===== config.mk =====
export PLATFORM = sky130hd
export DESIGN_NAME = ahfp_sub_seq
export DESIGN_NICKNAME = d
export VERILOG_FILES = /design/src/rtl/ahfp_sub_seq.sv
export SDC_FILE = /design/constraint.sdc
export NUM_CORES = 1
export LEC_CHECK = 0
export ABC_AREA = 1
export CAP_MARGIN = 10
export CORE_ASPECT_RATIO = 0.7
export CORE_UTILIZATION = 55
export DETAILED_ROUTE_END_ITERATION = 6
export PLACE_DENSITY = 0.74
export SYNTH_ARGS = -nofsm -noshare
export SYNTH_HDL_FRONTEND = slang
export SYNTH_SLANG_ARGS = --single-unit

===== constraint.sdc =====
create_clock -name clk -period 38 [get_ports clk]
set_clock_uncertainty 0.1 [all_clocks]
set_input_delay 11.4 -clock clk [delete_from_list [all_inputs] [get_ports clk]]
set_output_delay 11.4 -clock clk [all_outputs]
set_load 0.03 [all_outputs]

===== src/rtl/ahfp_sub_seq.sv =====
// Multi-cycle single-precision subtractor: result = dataa - datab, round-to-nearest-even,
// denormals flushed, NaN/Inf inputs give canonical NaN.
//
// state  | meaning
// IDLE   | waiting for operands, in_ready high
// ALIGN  | order operands by magnitude, shift smaller one into G/R/S datapath
// ADDSUB | effective add or subtract of aligned significands
// NORM   | fix carry-out or leading zeros, adjust exponent
// ROUND  | round-to-nearest-even, pack/saturate/flush into result
// DONE   | result held with out_valid until consumed
module ahfp_sub_seq (
    input  logic        clk,
    input  logic        reset,
    input  logic        in_valid,
    output logic        in_ready,
    input  logic [31:0] dataa,
    input  logic [31:0] datab,
    output logic        out_valid,
    input  logic        out_ready,
    output logic [31:0] result
);

    typedef enum logic [2:0] {IDLE, ALIGN, ADDSUB, NORM, ROUND, DONE} state_t;

    state_t state, state_nxt;

    logic [31:0]       opa, opb;
    logic              nan_q, sub_q, sign_q, zero_q;
    logic [7:0]        exp_q;
    logic [26:0]       mant_l_q, mant_s_q, mant_n_q;
    logic [27:0]       sum_q;
    logic signed [9:0] expn_q;

    always_ff @(posedge clk) begin
        if (reset) state <= IDLE;
        else       state <= state_nxt;
    end

    always_comb begin
        state_nxt = state;
        in_ready  = 1'b0;
        out_valid = 1'b0;
        case (state)
            IDLE: begin
                in_ready = 1'b1;
                if (in_valid) state_nxt = ALIGN;
            end
            ALIGN:  state_nxt = ADDSUB;
            ADDSUB: state_nxt = NORM;
            NORM:   state_nxt = ROUND;
            ROUND:  state_nxt = DONE;
            DONE: begin
                out_valid = 1'b1;
                if (out_ready) state_nxt = IDLE;
            end
            default: state_nxt = IDLE;
        endcase
    end

    logic [7:0]  ea, eb, ediff;
    logic [23:0] ma, mb;
    logic        a_ge_b;
    logic [26:0] ext_s, aligned_s;
    logic [53:0] wide;

    assign ea     = opa[30:23];
    assign eb     = opb[30:23];
    assign ma     = (ea == 8'd0) ? 24'd0 : {1'b1, opa[22:0]};
    assign mb     = (eb == 8'd0) ? 24'd0 : {1'b1, opb[22:0]};
    assign a_ge_b = {ea, ma[22:0]} >= {eb, mb[22:0]};
    assign ediff  = a_ge_b ? (ea - eb) : (eb - ea);
    assign ext_s  = {a_ge_b ? mb : ma, 3'b000};

    // Bits pushed below R are collapsed into the sticky position.
    always_comb begin
        wide = {ext_s, 27'd0} >> ediff;
        if (ediff >= 8'd27) aligned_s = {26'd0, |ext_s};
        else                aligned_s = {wide[53:28], wide[27] | (|wide[26:0])};
    end

    logic [4:0] lz;
    logic       found;

    always_comb begin
        lz    = 5'd0;
        found = 1'b0;
        for (int i = 26; i >= 0; i--) begin
            if (!found) begin
                if (sum_q[i]) found = 1'b1;
                else          lz    = lz + 5'd1;
            end
        end
    end

    logic              round_up;
    logic [24:0]       rnd;
    logic signed [9:0] expr;
    logic [22:0]       frac;
    logic [31:0]       packed_res;

    always_comb begin
        round_up = mant_n_q[2] & (mant_n_q[1] | mant_n_q[0] | mant_n_q[3]);
        rnd      = {1'b0, mant_n_q[26:3]} + {24'd0, round_up};
        expr     = rnd[24] ? (expn_q + 10'sd1) : expn_q;
        frac     = rnd[24] ? rnd[23:1] : rnd[22:0];
        if (nan_q)                             packed_res = 32'h7FC0_0000;
        else if (zero_q || expr <= 10'sd0)     packed_res = 32'h0000_0000;
        else if (expr >= 10'sd255)             packed_res = {sign_q, 8'hFF, 23'd0};
        else                                   packed_res = {sign_q, expr[7:0], frac};
    end

    always_ff @(posedge clk) begin
        if (reset) begin
            opa      <= '0;
            opb      <= '0;
            nan_q    <= 1'b0;
            sub_q    <= 1'b0;
            sign_q   <= 1'b0;
            zero_q   <= 1'b0;
            exp_q    <= '0;
            mant_l_q <= '0;
            mant_s_q <= '0;
            mant_n_q <= '0;
            sum_q    <= '0;
            expn_q   <= '0;
            result   <= '0;
        end else begin
            case (state)
                IDLE: begin
                    if (in_valid) begin
                        opa <= dataa;
                        opb <= datab;
                    end
                end
                ALIGN: begin
                    nan_q    <= (ea == 8'hFF) || (eb == 8'hFF);
                    exp_q    <= a_ge_b ? ea : eb;
                    mant_l_q <= {a_ge_b ? ma : mb, 3'b000};
                    mant_s_q <= aligned_s;
                    sub_q    <= (opa[31] == opb[31]);
                    sign_q   <= a_ge_b ? opa[31] : ~opb[31];
                end
                ADDSUB: begin
                    if (sub_q) sum_q <= {1'b0, mant_l_q} - {1'b0, mant_s_q};
                    else       sum_q <= {1'b0, mant_l_q} + {1'b0, mant_s_q};
                end
                NORM: begin
                    zero_q <= (sum_q == 28'd0);
                    if (sum_q[27]) begin
                        mant_n_q <= {sum_q[27:2], sum_q[1] | sum_q[0]};
                        expn_q   <= $signed({2'b00, exp_q}) + 10'sd1;
                    end else begin
                        mant_n_q <= sum_q[26:0] << lz;
                        expn_q   <= $signed({2'b00, exp_q}) - $signed({5'd0, lz});
                    end
                end
                ROUND: result <= packed_res;
                default: ;
            endcase
        end
    end

endmodule


After elaboration in Yosys (flattened, before gate mapping)
Index checks and enable logic that the tools add are counted.
Word-level totals
  latch bits: 0
  word-level logic and storage cells: 205
  bits in registers: 227
  memories: 0
  output and inout port bits: 34
  RAM bits: 0
  ROM bits: 0
Operators by class
  reduce and logical (&&, ||, !) cells: 10
  equality and inequality tests: 10
  magnitude comparators: 4
  bitwise logic cells: 6
  $mul: 0
  shift-type cells: 2
  muxes and demuxes: 125
  add/sub/neg operators: 34
  div/mod/pow operators: 0
Operator list (number)
  5-bit 2-to-1 mux: 52
  5-bit by 1-bit adder with 5-bit output, second input constant: 26
  24-bit 2-to-1 mux: 4
  32-bit 2-to-1 mux: 2
  1-bit 2-to-1 mux: 55
  27-bit 2-to-1 mux: 2
  54-bit by 8-bit right shift with 54-bit output: 1
  31-bit >= comparator: 1
  31-bit 2-to-1 mux: 1
  27-bit by 27-bit adder with 28-bit output: 1
  28-bit logical NOT: 1
  28-bit 2-to-1 mux: 1
  27-bit by 27-bit subtractor with 28-bit output: 1
  27-bit OR reduction: 1
  27-bit by 5-bit << shifter with 27-bit output: 1
  24-bit by 1-bit adder with 25-bit output: 1
  24-bit OR reduction: 1
  23-bit 2-to-1 mux: 1
  10-bit 2-to-1 mux: 2
  3-bit case mux with 6 select lines: 1
  8-bit == test, second input constant: 2
  8-bit logical NOT: 2
  8-bit 2-to-1 mux: 2
  8-bit subtractor: 2
  18 further kinds: 27

Depth between registers and ports, before layout
  depth after elaboration: 81
  depth in mapped cells: 115
  mapped depth without buffers: 114

Worst setup path after synthesis
No wires, ideal clock.
  path kind: flip-flop to flip-flop
  start point: register sum_q[25]
  end point: register expn_q[7]
  required time: 37.772 ns
  path slack: 22.321 ns
  clock period less this slack: 15.679 ns
  cell stages (with the launch flop): 112
  arrival: 15.451 ns
  library setup time: 0.128 ns
  path through: dfxtp_1 inv_1 nor2_1 ha_1 nor2_1 nor2_1 ha_1 nand2_1 nand3_1 nand2_1 inv_1 ha_1 inv_1 a21oi_1 ha_1 mux2i_1 a21oi_1 ha_1 [... 76 more ...] a211oi_1 inv_1 nand2_1 inv_1 ha_1 or2_2 nand2_1 buf_2 ha_1 a21oi_1 nor2_1 nor2_1 nor2_1 o21ai_0 nand2_1 o32ai_1 xor2_1 a21oi_1
On the way
  cells in the longest elaborated chain, start to end: 79
  elaborated cells on any way between the ends: 105
  classes of those cells: add/sub: 26; mux: 79
Ends and longest elaborated chain
  start, declared: RTL line 31  | logic [27:0] sum_q;
  start signal, assigned: RTL line 144  | if (sub_q) sum_q <= {1'b0, mant_l_q} - {1'b0, mant_s_q};
  start signal, assigned: RTL line 145  | else sum_q <= {1'b0, mant_l_q} + {1'b0, mant_s_q};
  5-bit 2-to-1 mux: RTL line 89  | if (sum_q[i]) found = 1'b1;
  5-bit 2-to-1 mux: RTL line 88  | if (!found) begin
  5-bit by 1-bit adder with 5-bit output: RTL line 90  | else lz = lz + 5'd1;
  5-bit 2-to-1 mux: RTL line 89
  5-bit 2-to-1 mux: RTL line 88
  5-bit by 1-bit adder with 5-bit output: RTL line 90
  5-bit 2-to-1 mux: RTL line 89
  5-bit 2-to-1 mux: RTL line 88
  [... 63 more ...]
  5-bit by 1-bit adder with 5-bit output: RTL line 90
  5-bit 2-to-1 mux: RTL line 89
  5-bit 2-to-1 mux: RTL line 88
  5-bit by 1-bit adder with 5-bit output: RTL line 90
  5-bit 2-to-1 mux: RTL line 89
  5-bit 2-to-1 mux (*): RTL line 88
  8-bit by 5-bit subtractor with 9-bit output (*): RTL line 154  | expn_q <= $signed({2'b00, exp_q}) - $signed({5'd0, lz});
  10-bit 2-to-1 mux (*): RTL line 149  | if (sum_q[27]) begin
  end signal, assigned: RTL line 151  | expn_q <= $signed({2'b00, exp_q}) + 10'sd1;
  end signal, assigned: RTL line 154
  end, declared: RTL line 32  | logic signed [9:0] expn_q;
Mark *: on every way between the ends. The rest lies on a longest branch, timed or not.
A chain may end at the register's enable or synchronous reset.

Worst setup path in the final report
  start point: register sum_q[25]
  end point: register expn_q[6]
The elaborated chain is that of the path after synthesis.

==> metrics.txt <==
# TYPE chip_impl_metric gauge
chip_impl_metric{name="worst_hold_path.num_cells",unit=""} 2
chip_impl_metric{name="setup_slack",unit="ps"} 20470
chip_impl_metric{name="seqCellArea",unit="um2"} 4540
chip_impl_metric{name="synth_area_per_cell",unit="um2"} 6.11
chip_impl_metric{name="ys_ff_latch",unit=""} 227
chip_impl_metric{name="critPathArrivalTime",unit="ps"} 17880
chip_impl_metric{name="fraction_of_final_layout_cells_sized_beyond_drive_strength_1",unit="%"} 6.23
chip_impl_metric{name="crit_path_max_fanout",unit=""} 20
chip_impl_metric{name="post_cts_hold_buffer_count",unit=""} 0
chip_impl_info{name="timing.critical_path.from_type",value="flip-flop"} 1
chip_impl_metric{name="synth.top_cell.area_share",unit="%"} 24.0
chip_impl_metric{name="initial_antenna_violation_count",unit=""} 1
chip_impl_metric{name="cts_htree_levels",unit=""} 1
chip_impl_metric{name="cp_slowest_stage_delay",unit="ps"} 670
chip_impl_metric{name="asyncSetResetFlopFracSynth",unit="%"} 0
chip_impl_metric{name="route.vias.total",unit=""} 20411
chip_impl_info{name="rsz0062_at_grt",value="no"} 1
chip_impl_metric{name="critical_path_rt",unit="ps"} 38350
chip_impl_metric{name="fin_tns_setup",unit="ps"} 0
chip_impl_metric{name="use_met1",unit="%"} 54.7
chip_impl_metric{name="finalNonFillerCells",unit=""} 3592
chip_impl_metric{name="io_buffer_count",unit=""} 101
chip_impl_metric{name="netlist-cell-type-count",unit=""} 57
chip_impl_metric{name="post-cts-setup-buffer-count",unit=""} 0
chip_impl_metric{name="post_cts_resize_count",unit=""} 0
chip_impl_metric{name="detail_route.wl_per_cell",unit="um"} 17.3
chip_impl_metric{name="timing.slew.headroom",unit="%"} 18.4
chip_impl_metric{name="num-nets-final",unit=""} 3301
chip_impl_metric{name="detailedPlace.worstSlack",unit="ps"} 20620
chip_impl_metric{name="ctsLongestPathBuffers",unit=""} 3
chip_impl_metric{name="syn2layout_area_growth",unit="%"} 11.3
chip_impl_metric{name="vias_per_cell",unit=""} 5.68
chip_impl_metric{name="die_area",unit="um2"} 35200
chip_impl_metric{name="initial_core_util",unit="%"} 56.2
chip_impl_metric{name="netlist_instances",unit=""} 3097
chip_impl_metric{name="multi_input_area",unit="um2"} 12200
chip_impl_metric{name="clk_pin_slew",unit="ps"} 70
chip_impl_info{name="clockRootBuffer",value="clkbuf_16"} 1
chip_impl_metric{name="final.period_utilization",unit="%"} 46.1
chip_impl_metric{name="synth.yosys.seq_area_share",unit="%"} 24.0
chip_impl_metric{name="numPlacedInstances",unit=""} 3545
chip_impl_metric{name="cts_sinks",unit=""} 227
chip_impl_metric{name="routed_wirelength",unit="mm"} 62.3
chip_impl_metric{name="first_pass_grt_wire_length",unit="mm"} 97.4
chip_impl_metric{name="std_cell_rows",unit=""} 56
chip_impl_metric{name="syn-cell-area",unit="um2"} 18900
chip_impl_metric{name="die_span_in_y",unit="um"} 157
chip_impl_metric{name="synth-warning-count",unit=""} 0
chip_impl_metric{name="filler_cell_count",unit=""} 3291
chip_impl_info{name="cell_with_the_largest_stage_delay_on_the_worst_path",value="nand2_1"} 1
chip_impl_metric{name="dpl.hpwl",unit="mm"} 48.5
chip_impl_metric{name="met3_usage",unit="%"} 8.16
chip_impl_metric{name="global_route.usage.met2",unit="%"} 47.2
chip_impl_metric{name="numCtsBuffers",unit=""} 26
chip_impl_metric{name="max_slew.worst_pin.slew",unit="ps"} 1220
chip_impl_metric{name="worst_r2r_path_depth",unit=""} 111
chip_impl_info{name="yosysTopAreaCell",value="dfxtp_1"} 1
chip_impl_metric{name="antenna_cells_inserted",unit=""} 0
chip_impl_metric{name="place.gp.congestion",unit=""} 0.996
chip_impl_info{name="cts_tree",value="built"} 1
chip_impl_metric{name="groute.usage.overall",unit="%"} 34.8
chip_impl_metric{name="drc",unit=""} 0
chip_impl_metric{name="postSynthNetCount",unit=""} 3289
chip_impl_info{name="setup_cp_type",value="flip-flop to flip-flop"} 1
chip_impl_info{name="outcome",value="finished, final reports clean"} 1
chip_impl_metric{name="clkLatencyLatePin",unit="ps"} 570
chip_impl_info{name="ys_dominant_reg_cell",value="dfxtp_1"} 1
chip_impl_metric{name="number_of_optimization_iterations_in_the_first_detailed_route_pass",unit=""} 6
chip_impl_metric{name="synth_edf_count",unit=""} 0
chip_impl_metric{name="maxCapViolations",unit=""} 0
chip_impl_info{name="grt.busiest_layer",value="met1"} 1
chip_impl_metric{name="fmax",unit="MHz"} 57.0
chip_impl_metric{name="detail-route-antenna-nets",unit=""} 0
chip_impl_metric{name="final_cell_area",unit="um2"} 21100
chip_impl_info{name="setup.worst_path.end_class",value="flip-flop"} 1
chip_impl_info{name="min-delay-path-class",value="flip-flop to flip-flop"} 1
chip_impl_metric{name="setup_viol",unit=""} 0
chip_impl_info{name="most_used_standard_cell_by_instance_count_after_synthesis",value="nand2_1"} 1
chip_impl_info{name="synth_top_cells_by_area",value="dfxtp_1 24%, nand2_1 14%, a21oi_1 9.2%"} 1
chip_impl_metric{name="pin_count_of_the_biggest_net_entering_global_routing",unit=""} 124
chip_impl_metric{name="vias_in_the_first_global_route",unit=""} 18026
chip_impl_info{name="synth_top_cells_by_count",value="724 x nand2_1, 399 x inv_1, 348 x a21oi_1"} 1
chip_impl_metric{name="finalCriticalPeriod",unit="ps"} 17540
chip_impl_metric{name="report.final.slew_viol_count",unit=""} 0
chip_impl_metric{name="placement.cell_area",unit="um2"} 20100
chip_impl_metric{name="coreArea",unit="um2"} 33700
chip_impl_metric{name="drt-initial-drc-count",unit=""} 2068
chip_impl_metric{name="overflow",unit=""} 0
chip_impl_metric{name="hold_violations",unit=""} 0
chip_impl_metric{name="boundaryPins",unit=""} 102
chip_impl_metric{name="die_w",unit="um"} 224
-- final cells by class --
type,instances,share of cell area (%)
Clock buffer,31,3.32
Sequential cell,227,21.6
Multi-Input combinational cell,2292,57.8
Tap cell,464,2.76
Timing Repair Buffer,119,5.43
Clock inverter,16,1.22
Inverter,443,7.90
-- worst max-delay path: cells and delay by family (launching register included) --
family | cells | cell delay (ps)
compound gates | 21 | 3300
xor+xnor | 1 | 140
fa+ha+maj | 26 | 7180
buf+inv | 26 | 1590
flops | 1 | 370
mux | 1 | 140
simple gates | 36 | 4630
-- stage by stage --
step | utilization, % | hold slack (ps)
2_1_floorplan | - | 324
3_3_place_gp | 59.7 | 335
3_5_place_dp | 59.7 | 336
4_1_cts | 62.5 | 346
5_1_grt | 62.5 | 371
6_report | 62.5 | 350
-- state kept, by name, indices dropped and copies added (netlist names) --
name / cells
zero_q: 1
mant_n_q: 27
mant_l_q: 24
sum_q: 28
state: 3
exp_q: 8
nan_q: 1
sign_q: 1
expn_q: 10
sub_q: 1
opa: 32
mant_s_q: 27
opb: 32
result: 32
-- cells in the final DEF (no fill, tap or decap), types with 3 or more instances in the layout --
cell type	netlist	final
or2_2	14	14
nor2_8	3	3
clkinv_1	13	13
o22ai_1	8	8
inv_1	399	397
nor3_1	34	33
nor2_4	14	14
clkdlybuf4s50_1	0	100
a31o_2	3	3
o21ai_0	347	347
nand3_1	190	190
inv_2	30	32
fa_1	4	4
buf_4	4	19
nand3b_1	4	4
ha_1	120	120
bufinv_16	0	5
nand2_2	32	32
o21bai_1	7	7
nor2_2	9	9
nand3_2	17	17
clkbuf_8	0	3
a21oi_1	348	348
nand4_1	51	51
clkbuf_16	0	26
a211oi_1	3	3
o211ai_1	14	14
o21ai_1	13	13
nor4_1	13	13
o221ai_1	4	4
dfxtp_1	227	227
nand2_1	724	723
xnor2_1	9	9
mux2i_1	4	4
a21boi_0	7	7
clkinvlp_4	0	5
o31ai_1	13	13
xor2_1	51	51
a31oi_1	20	20
nor2_1	189	189
-- path summary, 6_finish.rpt --
check	start	to	slack, ps
max	sum_q[25]	expn_q[6]	20470
min	opb[15]	opb[15]	350
min reg2reg	opb[15]	opb[15]	350
max reg2reg	sum_q[25]	expn_q[6]	20470
-- cells by family after synthesis --
kind of cell / synth area share [%]
AO/OA/AOI/OAI: 22.5
XOR/XNOR: 2.78
adder cells (fa/ha/maj): 8.36
buffers and inverters: 11.7
flip-flops: 24.0
multiplexers: 0.212
AND/OR/NAND/NOR: 30.5
-- metal layers --
| layer | part of all wire (%) | up-vias | routed length (um) |
|---|---|---|---|
| met5 | 0 | - | 0 |
| met4 | 1.6 | 0 | 968 |
| met3 | 11 | 59 | 6810 |
| met2 | 37 | 869 | 23100 |
| met1 | 50 | 9266 | 31300 |
| li1 | - | 10217 | - |
Power is left out: the tool's default activity adds up to more than one toggle a clock period on the data nets, which glitch-free logic cannot reach.
